## config.mk

```make
export PLATFORM = sky130hd
export DESIGN_NAME = lsu
export DESIGN_NICKNAME = d
export VERILOG_FILES = /design/src/rtl/lsu_pkg.sv /design/src/rtl/lsu_align.sv /design/src/rtl/lsu.sv
export SDC_FILE = /design/constraint.sdc
export NUM_CORES = 1
export LEC_CHECK = 0
export BUFFER_PORTS_ARGS = -buffer_cell sky130_fd_sc_hd__buf_2
export CAP_MARGIN = 20
export CORE_MARGIN = 8
export CORE_UTILIZATION = 25
export CTS_BUF_LIST = sky130_fd_sc_hd__clkbuf_16
export CTS_CLUSTER_SIZE = 10
export DETAILED_ROUTE_END_ITERATION = 16
export PLACE_DENSITY_LB_ADDON = 0.15
export SETUP_SLACK_MARGIN = 0.3
export SLEW_MARGIN = 0
export SYNTH_ARGS = -nofsm -noshare
export SYNTH_HDL_FRONTEND = slang
export SYNTH_HIERARCHICAL = 1
export SYNTH_SLANG_ARGS = --single-unit
export TNS_END_PERCENT = 30
```

## constraint.sdc

```tcl
create_clock -name clock -period 4.1 [get_ports clock]
set_input_delay 0.41 -clock clock [delete_from_list [all_inputs] [get_ports clock]]
set_output_delay 0.41 -clock clock [all_outputs]
set_load 0.01 [all_outputs]
```

## src/rtl/lsu_pkg.sv

```systemverilog
// Shared constants for the load/store stage: ls_info bit indices, FSM states and size masks.
// Helper functions decode the access size and detect misaligned offsets.
package lsu_pkg;

  localparam int unsigned LsInfoW = 11;

  localparam int unsigned LsLb  = 10;
  localparam int unsigned LsLh  = 9;
  localparam int unsigned LsLw  = 8;
  localparam int unsigned LsLd  = 7;
  localparam int unsigned LsLbu = 6;
  localparam int unsigned LsLhu = 5;
  localparam int unsigned LsLwu = 4;
  localparam int unsigned LsSb  = 3;
  localparam int unsigned LsSh  = 2;
  localparam int unsigned LsSw  = 1;
  localparam int unsigned LsSd  = 0;

  typedef enum logic [1:0] {
    StIdle = 2'd0,
    StReq  = 2'd1,
    StResp = 2'd2
  } lsu_state_e;

  typedef enum logic [1:0] {
    SzByte   = 2'd0,
    SzHalf   = 2'd1,
    SzWord   = 2'd2,
    SzDouble = 2'd3
  } lsu_size_e;

  // Offset bits that must be zero for a naturally aligned access.
  localparam logic [2:0] AlignByte   = 3'b000;
  localparam logic [2:0] AlignHalf   = 3'b001;
  localparam logic [2:0] AlignWord   = 3'b011;
  localparam logic [2:0] AlignDouble = 3'b111;

  function automatic lsu_size_e ls_size(input logic [LsInfoW-1:0] info);
    lsu_size_e sz;
    sz = SzByte;
    if (info[LsLh] || info[LsLhu] || info[LsSh]) sz = SzHalf;
    if (info[LsLw] || info[LsLwu] || info[LsSw]) sz = SzWord;
    if (info[LsLd] || info[LsSd]) sz = SzDouble;
    return sz;
  endfunction

  function automatic logic [2:0] ls_align_mask(input lsu_size_e sz);
    logic [2:0] m;
    case (sz)
      SzHalf:   m = AlignHalf;
      SzWord:   m = AlignWord;
      SzDouble: m = AlignDouble;
      default:  m = AlignByte;
    endcase
    return m;
  endfunction

  function automatic logic ls_misaligned(input logic [LsInfoW-1:0] info, input logic [2:0] off);
    return |(off & ls_align_mask(ls_size(info)));
  endfunction

endpackage

```

## src/rtl/lsu_align.sv

```systemverilog
// Combinational lane logic: load extract/extend and store replicate/byte-mask generation.
// The offset is truncated to the natural alignment of the access size.
module lsu_align
  import lsu_pkg::*;
(
  input  logic [LsInfoW-1:0] ls_info,
  input  logic [2:0]         offset,
  input  logic [63:0]        wdata,
  input  logic [63:0]        rdata,
  output logic [63:0]        store_data,
  output logic [7:0]         store_mask,
  output logic [63:0]        load_data
);

  lsu_size_e   size;
  logic [2:0]  off;
  logic [63:0] shifted;
  logic        is_store;

  assign size     = ls_size(ls_info);
  assign off      = offset & ~ls_align_mask(size);
  assign shifted  = rdata >> {off, 3'b000};
  assign is_store = |ls_info[LsSb:LsSd];

  always_comb begin
    store_data = wdata;
    store_mask = 8'h00;
    case (size)
      SzByte: begin
        store_data = {8{wdata[7:0]}};
        store_mask = 8'h01 << off;
      end
      SzHalf: begin
        store_data = {4{wdata[15:0]}};
        store_mask = 8'h03 << off;
      end
      SzWord: begin
        store_data = {2{wdata[31:0]}};
        store_mask = 8'h0F << off;
      end
      default: store_mask = 8'hFF;
    endcase
    // Non-store entries (including the reset state) must not present byte enables.
    if (!is_store) store_mask = 8'h00;
  end

  always_comb begin
    load_data = shifted;
    if (ls_info[LsLb])       load_data = {{56{shifted[7]}}, shifted[7:0]};
    else if (ls_info[LsLh])  load_data = {{48{shifted[15]}}, shifted[15:0]};
    else if (ls_info[LsLw])  load_data = {{32{shifted[31]}}, shifted[31:0]};
    else if (ls_info[LsLbu]) load_data = {56'd0, shifted[7:0]};
    else if (ls_info[LsLhu]) load_data = {48'd0, shifted[15:0]};
    else if (ls_info[LsLwu]) load_data = {32'd0, shifted[31:0]};
  end

endmodule

```

## src/rtl/lsu.sv

```systemverilog
// Load/store stage: EX/LS pipeline register, data-memory handshake FSM and write-back.
// Define LSU_MISALIGN_CHECK_EN to trap misaligned accesses instead of truncating the offset.
module lsu
  import lsu_pkg::*;
#(
  parameter int unsigned ADDR_W = 32,
  parameter int unsigned DATA_W = 64
) (
  input  logic               clock,
  input  logic               reset_n,
  input  logic               i_valid,
  input  logic               i_rd_wen,
  input  logic [4:0]         i_rd_addr,
  input  logic [DATA_W-1:0]  i_rd_data,
  input  logic [ADDR_W-1:0]  i_mem_addr,
  input  logic [DATA_W-1:0]  i_mem_wdata,
  input  logic [LsInfoW-1:0] i_ls_info,
  input  logic               i_mem_read,
  input  logic               i_mem_write,
  output logic               o_stall,
  output logic [DATA_W-1:0]  o_fwd_rd_data,
  output logic               o_dmem_valid,
  input  logic               i_dmem_ready,
  output logic [ADDR_W-1:0]  o_dmem_addr,
  output logic               o_dmem_wen,
  output logic [DATA_W-1:0]  o_dmem_wdata,
  output logic [7:0]         o_dmem_wmask,
  input  logic               i_dmem_rvalid,
  input  logic [DATA_W-1:0]  i_dmem_rdata,
  output logic               o_wb_valid,
  output logic               o_rd_wen,
  output logic [4:0]         o_rd_addr,
  output logic [DATA_W-1:0]  o_rd_data,
  output logic               o_misalign
);

  lsu_state_e         state_q;
  logic [ADDR_W-1:0]  addr_q;
  logic [DATA_W-1:0]  wdata_q;
  logic [LsInfoW-1:0] ls_info_q;
  logic               is_load_q;
  logic               is_store_q;
  logic               rd_wen_q;
  logic [4:0]         rd_addr_q;
  logic               misalign_q;
  logic [DATA_W-1:0]  load_data;
  logic               is_mem;
  logic               acc_misalign;

  assign is_mem = i_mem_read | i_mem_write;

`ifdef LSU_MISALIGN_CHECK_EN
  assign acc_misalign = ls_misaligned(i_ls_info, i_mem_addr[2:0]);
`else
  assign acc_misalign = 1'b0;
`endif

  assign o_stall     = (state_q != StIdle);
  assign o_misalign  = misalign_q;
  assign o_dmem_addr = {addr_q[ADDR_W-1:3], 3'b000};
  assign o_dmem_wen  = is_store_q;

  lsu_align u_align (
    .ls_info    (ls_info_q),
    .offset     (addr_q[2:0]),
    .wdata      (wdata_q),
    .rdata      (i_dmem_rdata),
    .store_data (o_dmem_wdata),
    .store_mask (o_dmem_wmask),
    .load_data  (load_data)
  );

  always_ff @(posedge clock or negedge reset_n) begin
    if (!reset_n) begin
      state_q       <= StIdle;
      addr_q        <= '0;
      wdata_q       <= '0;
      ls_info_q     <= '0;
      is_load_q     <= 1'b0;
      is_store_q    <= 1'b0;
      rd_wen_q      <= 1'b0;
      rd_addr_q     <= '0;
      misalign_q    <= 1'b0;
      o_fwd_rd_data <= '0;
      o_dmem_valid  <= 1'b0;
      o_wb_valid    <= 1'b0;
      o_rd_wen      <= 1'b0;
      o_rd_addr     <= '0;
      o_rd_data     <= '0;
    end else begin
      o_wb_valid <= 1'b0;
      misalign_q <= 1'b0;
      unique case (state_q)
        StIdle: begin
          if (i_valid) begin
            addr_q        <= i_mem_addr;
            wdata_q       <= i_mem_wdata;
            ls_info_q     <= i_ls_info;
            is_load_q     <= i_mem_read;
            is_store_q    <= i_mem_write & ~i_mem_read;
            rd_wen_q      <= i_rd_wen;
            rd_addr_q     <= i_rd_addr;
            o_fwd_rd_data <= i_rd_data;
            if (!is_mem || acc_misalign) begin
              // Trapped accesses retire immediately without touching the bus.
              o_wb_valid <= 1'b1;
              misalign_q <= is_mem;
              o_rd_wen   <= i_rd_wen & ~is_mem;
              o_rd_addr  <= i_rd_addr;
              o_rd_data  <= i_rd_data;
            end else begin
              o_dmem_valid <= 1'b1;
              state_q      <= StReq;
            end
          end
        end
        StReq: begin
          if (i_dmem_ready) begin
            o_dmem_valid <= 1'b0;
            if (is_load_q) begin
              state_q <= StResp;
            end else begin
              state_q    <= StIdle;
              o_wb_valid <= 1'b1;
              o_rd_wen   <= 1'b0;
              o_rd_addr  <= rd_addr_q;
              o_rd_data  <= o_fwd_rd_data;
            end
          end
        end
        StResp: begin
          if (i_dmem_rvalid) begin
            state_q    <= StIdle;
            o_wb_valid <= 1'b1;
            o_rd_wen   <= rd_wen_q;
            o_rd_addr  <= rd_addr_q;
            o_rd_data  <= load_data;
          end
        end
        default: state_q <= StIdle;
      endcase
    end
  end

endmodule

```

==> summary.txt, run 1 <==
Detailed Routing Iterations Pass 1 = 5
Cell Rows = 88
Port Buffers = 486
Synth area leader = dfrtp_1
Synth Area in Simple Gates = 0.0934
power per cell area = 932 mW/mm^2
main combinational cell family by area after synthesis = multiplexers
Peak supply drop = 0.00111 V
total grt overflow = 0
Synth Flop Type = dfrtp_1
setup violators final = 0
area of placed instances = 0.0175 sq mm
RSZ-0062 raised after global routing = false
WL/cell = 25.0 um
Filler Cells Inserted = 6,081
R2R Path Start = ls_info_q[8]
initial core utilization = 0.252
CP Capture Type = primary output
fin worst setup slack = 450 ps
Comb power frac = 0.557
vias per cell = 4.93
Slew Viols, Final = 0
Avg Inst Size Synth = 10.6 sq um
Switch Pwr = 7.79 mW
WS Path Type = reg2out
Cells after Synth = 1,366
Cell variety after synth = 65
core area = 0.0575 sq mm
Syn Std Cell Area = 0.0145 sq mm
Post-synth EDFFs = 0
clk_skew = 25.6 ps
die footprint = 0.0660 sq mm
initial antenna violation count = 28
ys async rst share = 1.00
DR vias = 12,800
fin crit period = 3650 ps
Max-slew headroom = 0.312
Num CTS Buffers = 35
worst-path fanout max = 12
switching part of the total power = 0.447
ratio of final minimum period to clock period = 0.890
clock power share = 0.164
Post-Synth Adder-Cell Area = 0.00863
Pleak = 8.62 nW
sequential share of the synthesized area = 0.437
Die Width = 257 um
Flop pwr share = 0.279
CTS root buf = clkbuf_16
Clock Tree Buf Depth = 3
Synth Area in XOR/XNOR = 0
pre-CTS setup slack = 409 ps
later-pin clock latency in the skew report = 560 ps
layout cells sized above 1 = 0.465
gpl congestion = 0.853
WP data required = 3690 ps
Area Growth Syn to Fin = 29.1%
wire length of the first global-routing pass = 95.1 mm
fin nets = 2,045
Least-Margin Pin Slew = 1030 ps
top post-synthesis cells by area = dfrtp_1 (44%), mux2_2 (17%), a22oi_1 (3.7%)
GRT Total Usage = 0.189
largest net degree at the start of global routing = 136
fmax = 274 MHz
die height = 257 um
crit path DAT = 3240 ps
crit path launch type = register
setup TNS = 0 ps
design area = 0.0187 sq mm
Crit. Startpoint = ls_info_q[7]
synthesized flop and latch total = 253
Synth top area share = 0.437
antenna-violating nets left = 0
Synth Warn # = 6
worst hold path type = in2reg
1st-iter DRT viols = 882
io pins = 491
outcome = complete, no violations
CTS tree = built
Compound-Gate Fraction of Synth Area = 0.154
Worst-path clk slew = 50 ps
clock tree sinks = 253
vias in the first global route = 13,400
HP Start = i_mem_addr[28]
final hold vios = 0
final wirelength = 64.9 mm
hpwl dp = 49.3 mm
H-tree level count = 2
Internal Power = 9.65 mW
mux contribution to synthesized area = 0.246
Max-cap violations = 0
DRC viols = 0
==> critical path: stages, from the launching register on <==
cell	delay, ps
dfrtp_1	370
buf_4	170
or3b_2	520
nor2_2	570
buf_4	310
mux2i_1	90
a21o_1	200
nor2_1	260
buf_2	200
==> final timing paths <==
path,endpoint,slack [ps],depth (start not counted)
setup / recovery,o_dmem_wmask[3],450,8
hold / removal,addr_q[28],90,2
min in group asynchronous,addr_q[21],450,2
hold reg to reg,o_rd_data[20],480,1
setup reg to reg,o_rd_data[21],550,14
max in group asynchronous,o_rd_data[8],2640,3
==> flip-flops by register name, indices dropped and copies added (netlist names), 2 cells and up <==
| name | count |
|---|---|
| o_fwd_rd_data | 64 |
| rd_addr_q | 5 |
| wdata_q | 64 |
| ls_info_q | 11 |
| state_q | 2 |
| o_rd_addr | 5 |
| o_rd_data | 64 |
| addr_q | 32 |
==> metal layers <==
| layer | vias to the layer above | GRT usage | routed length (um) |
|---|---|---|---|
| li1 | 5817 | - | - |
| met1 | 6488 | 0.247 | 28200 |
| met2 | 392 | 0.300 | 30900 |
| met3 | 81 | 0.0510 | 4300 |
| met4 | 12 | 0.0575 | 1470 |
| met5 | - | 0 | 86 |
==> placed cells by master, fill, tap and decap left out, types with 4 or more instances in the layout <==
cell type / count
nor2_1: 110
buf_12: 7
nand4_1: 7
mux4_2: 17
a221o_1: 14
o21bai_1: 4
mux2_2: 213
buf_2: 485
mux2_1: 40
o21ai_0: 38
dfrtp_1: 253
nand3_1: 28
clkinv_1: 4
o211ai_1: 11
o221ai_1: 7
a21oi_1: 96
o21a_1: 17
inv_1: 26
a22o_1: 8
buf_4: 33
a2bb2oi_1: 9
mux2i_1: 34
nor3_1: 4
nand2_1: 114
o21ai_1: 14
a221oi_1: 9
ha_1: 6
a31oi_1: 12
a22oi_1: 72
or2_2: 4
clkbuf_16: 36
diode_2: 21
conb_1: 4
==> power groups by stage <==
stage,clock network (mW),logic [mW],registers (mW)
after floorplan,0,5.96,4.87
after global placement,0,9.70,4.86
after detailed placement,0,9.75,4.88
after CTS,2.97,9.78,4.85
after global routing,3.06,10.5,5.04
final,2.86,9.72,4.86
==> area by class of cell <==
| class | instances | area [sq um] | share of cell area |
|---|---|---|---|
| Multi-Input combinational cell | 950 | 7390 | 0.395 |
| Sequential cell | 253 | 6330 | 0.338 |
| Timing Repair Buffer | 530 | 2880 | 0.154 |
| Tap cell | 765 | 957 | 0.0511 |
| Clock buffer | 36 | 901 | 0.0481 |
| Clock inverter | 22 | 144 | 0.00769 |
| Inverter | 17 | 63.8 | 0.00341 |
| Antenna cell | 21 | 52.6 | 0.00281 |
==> synthesized netlist by cell type (8+ instances only) <==
library cell  instances
a21oi_1              98
a221o_1              14
a221oi_1              9
a22o_1                8
a22oi_1              72
a2bb2oi_1             9
a31oi_1              12
buf_1                14
buf_2                32
buf_4                43
clkbuf_1             53
dfrtp_1             253
ha_1                 10
inv_1                17
mux2_1               40
mux2_2              213
mux2i_1              34
mux4_2               17
nand2_1             116
nand3_1              28
nor2_1              112
o211ai_1             11
o21a_1               17
o21ai_0              38
o21ai_1              15
==> logic make-up after synthesis <==
family	Yosys count
adder cells (fa/ha/maj)	10
other	1
flip-flops	253
AO/OA/AOI/OAI	331
multiplexers	304
buffers and inverters	166
AND/OR/NAND/NOR	301
==> repair_timing <==
item,CTS,global route
hold buffers,1,0
endpoints found under the hold margin,86,0
setup buffers,0,0
setup endpoints to repair,3,65
gates resized for setup,2,13
pin swaps,0,1
cloned,0,0
==> per-stage QoR <==
stage / cells / hold WS [ps] / util / power [mW]
after floorplan: 1369 / 114 / - / 10.8
after global placement: 2514 / 466 / 0.305 / 14.6
after detailed placement: 2514 / 469 / 0.305 / 14.6
after CTS: 2573 / 51.9 / 0.324 / 17.6
after global routing: 2586 / 70.1 / 0.325 / 18.6
final: 2594 / 90.0 / 0.326 / 17.4
No activity file was read; power rests on OpenSTA's default activity.
==> inputs of run 2 (changes only) <==
Settings changed: CORE_ASPECT_RATIO from default to 1.25.
==> run 2 against run 1 <==
Final area decreased by 0.88%. Highest routed layer unchanged. Register-to-register slack got worse by 30 ps. Clock power about the same. Largest cell class unchanged. Setup slack better by 20 ps. Die area barely moved. Power decreased by 1.3%. Utilization shrank 0.17 points.
==> summary.txt, run 2 (synthesis gave the netlist of run 1 again) <==
commonest cells after routing, fill and taps aside = buf_2 (485), dfrtp_1 (253), mux2_2 (213)
gpl congestion = 0.823
largest net degree at the start of global routing = 136
Slew Viols, Final = 0
Least-Margin Pin Slew = 1030 ps
most frequent CP cell = or2_2
worst-path fanout max = 18
WS Path Type = reg2out
CP max stage cell = dfrtp_1
final hold vios = 0
wire length of the first global-routing pass = 94.0 mm
fin nets = 2,037
Top Registers = o_fwd_rd_data: 64 flops, o_rd_data: 64 flops, wdata_q: 64 flops
ratio of final minimum period to clock period = 0.885
vias per cell = 5.01
Detailed Routing Iterations Pass 1 = 4
layout cells sized above 1 = 0.463
antenna-violating nets left = 0
total grt overflow = 0
hpwl dp = 48.9 mm
Worst-path clk slew = 60 ps
later-pin clock latency in the skew report = 530 ps
GRT Total Usage = 0.189
DRC viols = 0
Pwr Total = 17.2 mW
clock tree sinks = 253
leading cell type in the layout, fill and taps excluded = buf_2
CTS tree = built
DR vias = 12,800
clk_skew = 9.64 ps
die footprint = 0.0660 sq mm
Pleak = 8.56 nW
Num CTS Buffers = 34
initial core utilization = 0.253
final wirelength = 64.9 mm
outcome = complete, no violations
Cell Rows = 98
setup violators final = 0
WL/cell = 25.4 um
Filler Cells Inserted = 5,964
fmax = 275 MHz
Max-slew headroom = 0.307
max incr delay on CP = 440 ps
CTS root buf = clkbuf_16
crit-path cells = or3_4, nor2_1, nor2_2, ha_1, buf_4, or2_2, or2_2, nand2_1, o21ai_0, buf_2
setup TNS = 0 ps
initial antenna violation count = 25
1st-iter DRT viols = 679
vias in the first global route = 13,500
core area = 0.0573 sq mm
Area Growth Syn to Fin = 27.9%
die height = 285 um
Clock Tree Buf Depth = 3
Port Buffers = 486
WP data required = 3690 ps
crit path launch type = register
Max-cap violations = 0
CP Capture Type = primary output
Die Width = 231 um
fin crit period = 3630 ps
power per cell area = 928 mW/mm^2
RSZ-0062 raised after global routing = false
H-tree level count = 2
Peak supply drop = 0.000543 V
crit path DAT = 3220 ps
worst hold path type = in2reg
io pins = 491
run 2: changes by cell type in the layout (fill, tap and decap cells not counted), sizes merged:
cell / change
diode: -11
inv: -3
clkinvlp: -1
bufinv: +1
buf: -8
run 2: timing repair:
action / in CTS / in global routing
setup buffers: 0 / 0
gates cloned: 0 / 0
hold buffers: 1 / 0
setup endpoints to repair: 7 / 54
resized for setup: 3 / 12
endpoints found under the hold margin: 88 / 0
run 2: stage by stage:
stage	util	instance area, sq um	cells	setup slack, ps	hold slack [ps]
2_1_floorplan	-	14500	1369	444	114
3_3_place_gp	0.305	17400	2490	352	466
3_5_place_dp	0.305	17400	2490	316	469
4_1_cts	0.323	18500	2545	331	58.6
5_1_grt	0.324	18500	2551	301	77.2
6_report	0.324	18600	2557	470	103
run 2: critical path, delay by kind of cell (launching register included):
kind,cells,cell delay (ps)
AOI/OAI and AO/OA,1,100
adders and majority gates,1,180
buffers and inverters,2,380
DFF,1,440
and+or+nand+nor,6,1570
run 2: final cells by class:
cell class                 count  area (sq um)  share of cell area
inverter                      17          63.8             0.00344
sequential                   253          6330               0.341
clock inverter                19           133             0.00715
antenna                       10          25.0             0.00135
timing repair buffer         523          2810               0.151
tap                          750           938              0.0506
clock buffer                  35           876              0.0472
multi-input combinational    950          7370               0.397
run 2: path summary, 6_finish.rpt:
check | start | to | slack [ps] | cells after the start
min in group asynchronous | reset_n | addr_q[20] | 520 | 2
worst max register to register | ls_info_q[5] | o_rd_data[63] | 520 | 13
worst min-delay path | i_mem_wdata[18] | wdata_q[18] | 100 | 2
worst max-delay path | ls_info_q[4] | o_dmem_wdata[13] | 470 | 10
max in group asynchronous | reset_n | wdata_q[39] | 2620 | 3
worst min register to register | o_rd_data[29] | o_rd_data[29] | 480 | 1
run 2: where the power goes:
part / switching (mW) / internal, mW
Clock: 1.17 / 1.65
Sequential: 0.972 / 3.83
Combinational: 5.48 / 4.10
run 2: routing by layer:
metal,GRT usage,vias to the layer above,wire length (um),part of all wire
li1,-,5792,-,-
met1,0.216,6385,25100,0.39
met2,0.331,508,32700,0.50
met3,0.0597,99,5310,0.082
met4,0.0596,20,1740,0.027
met5,0,-,121,0.0019
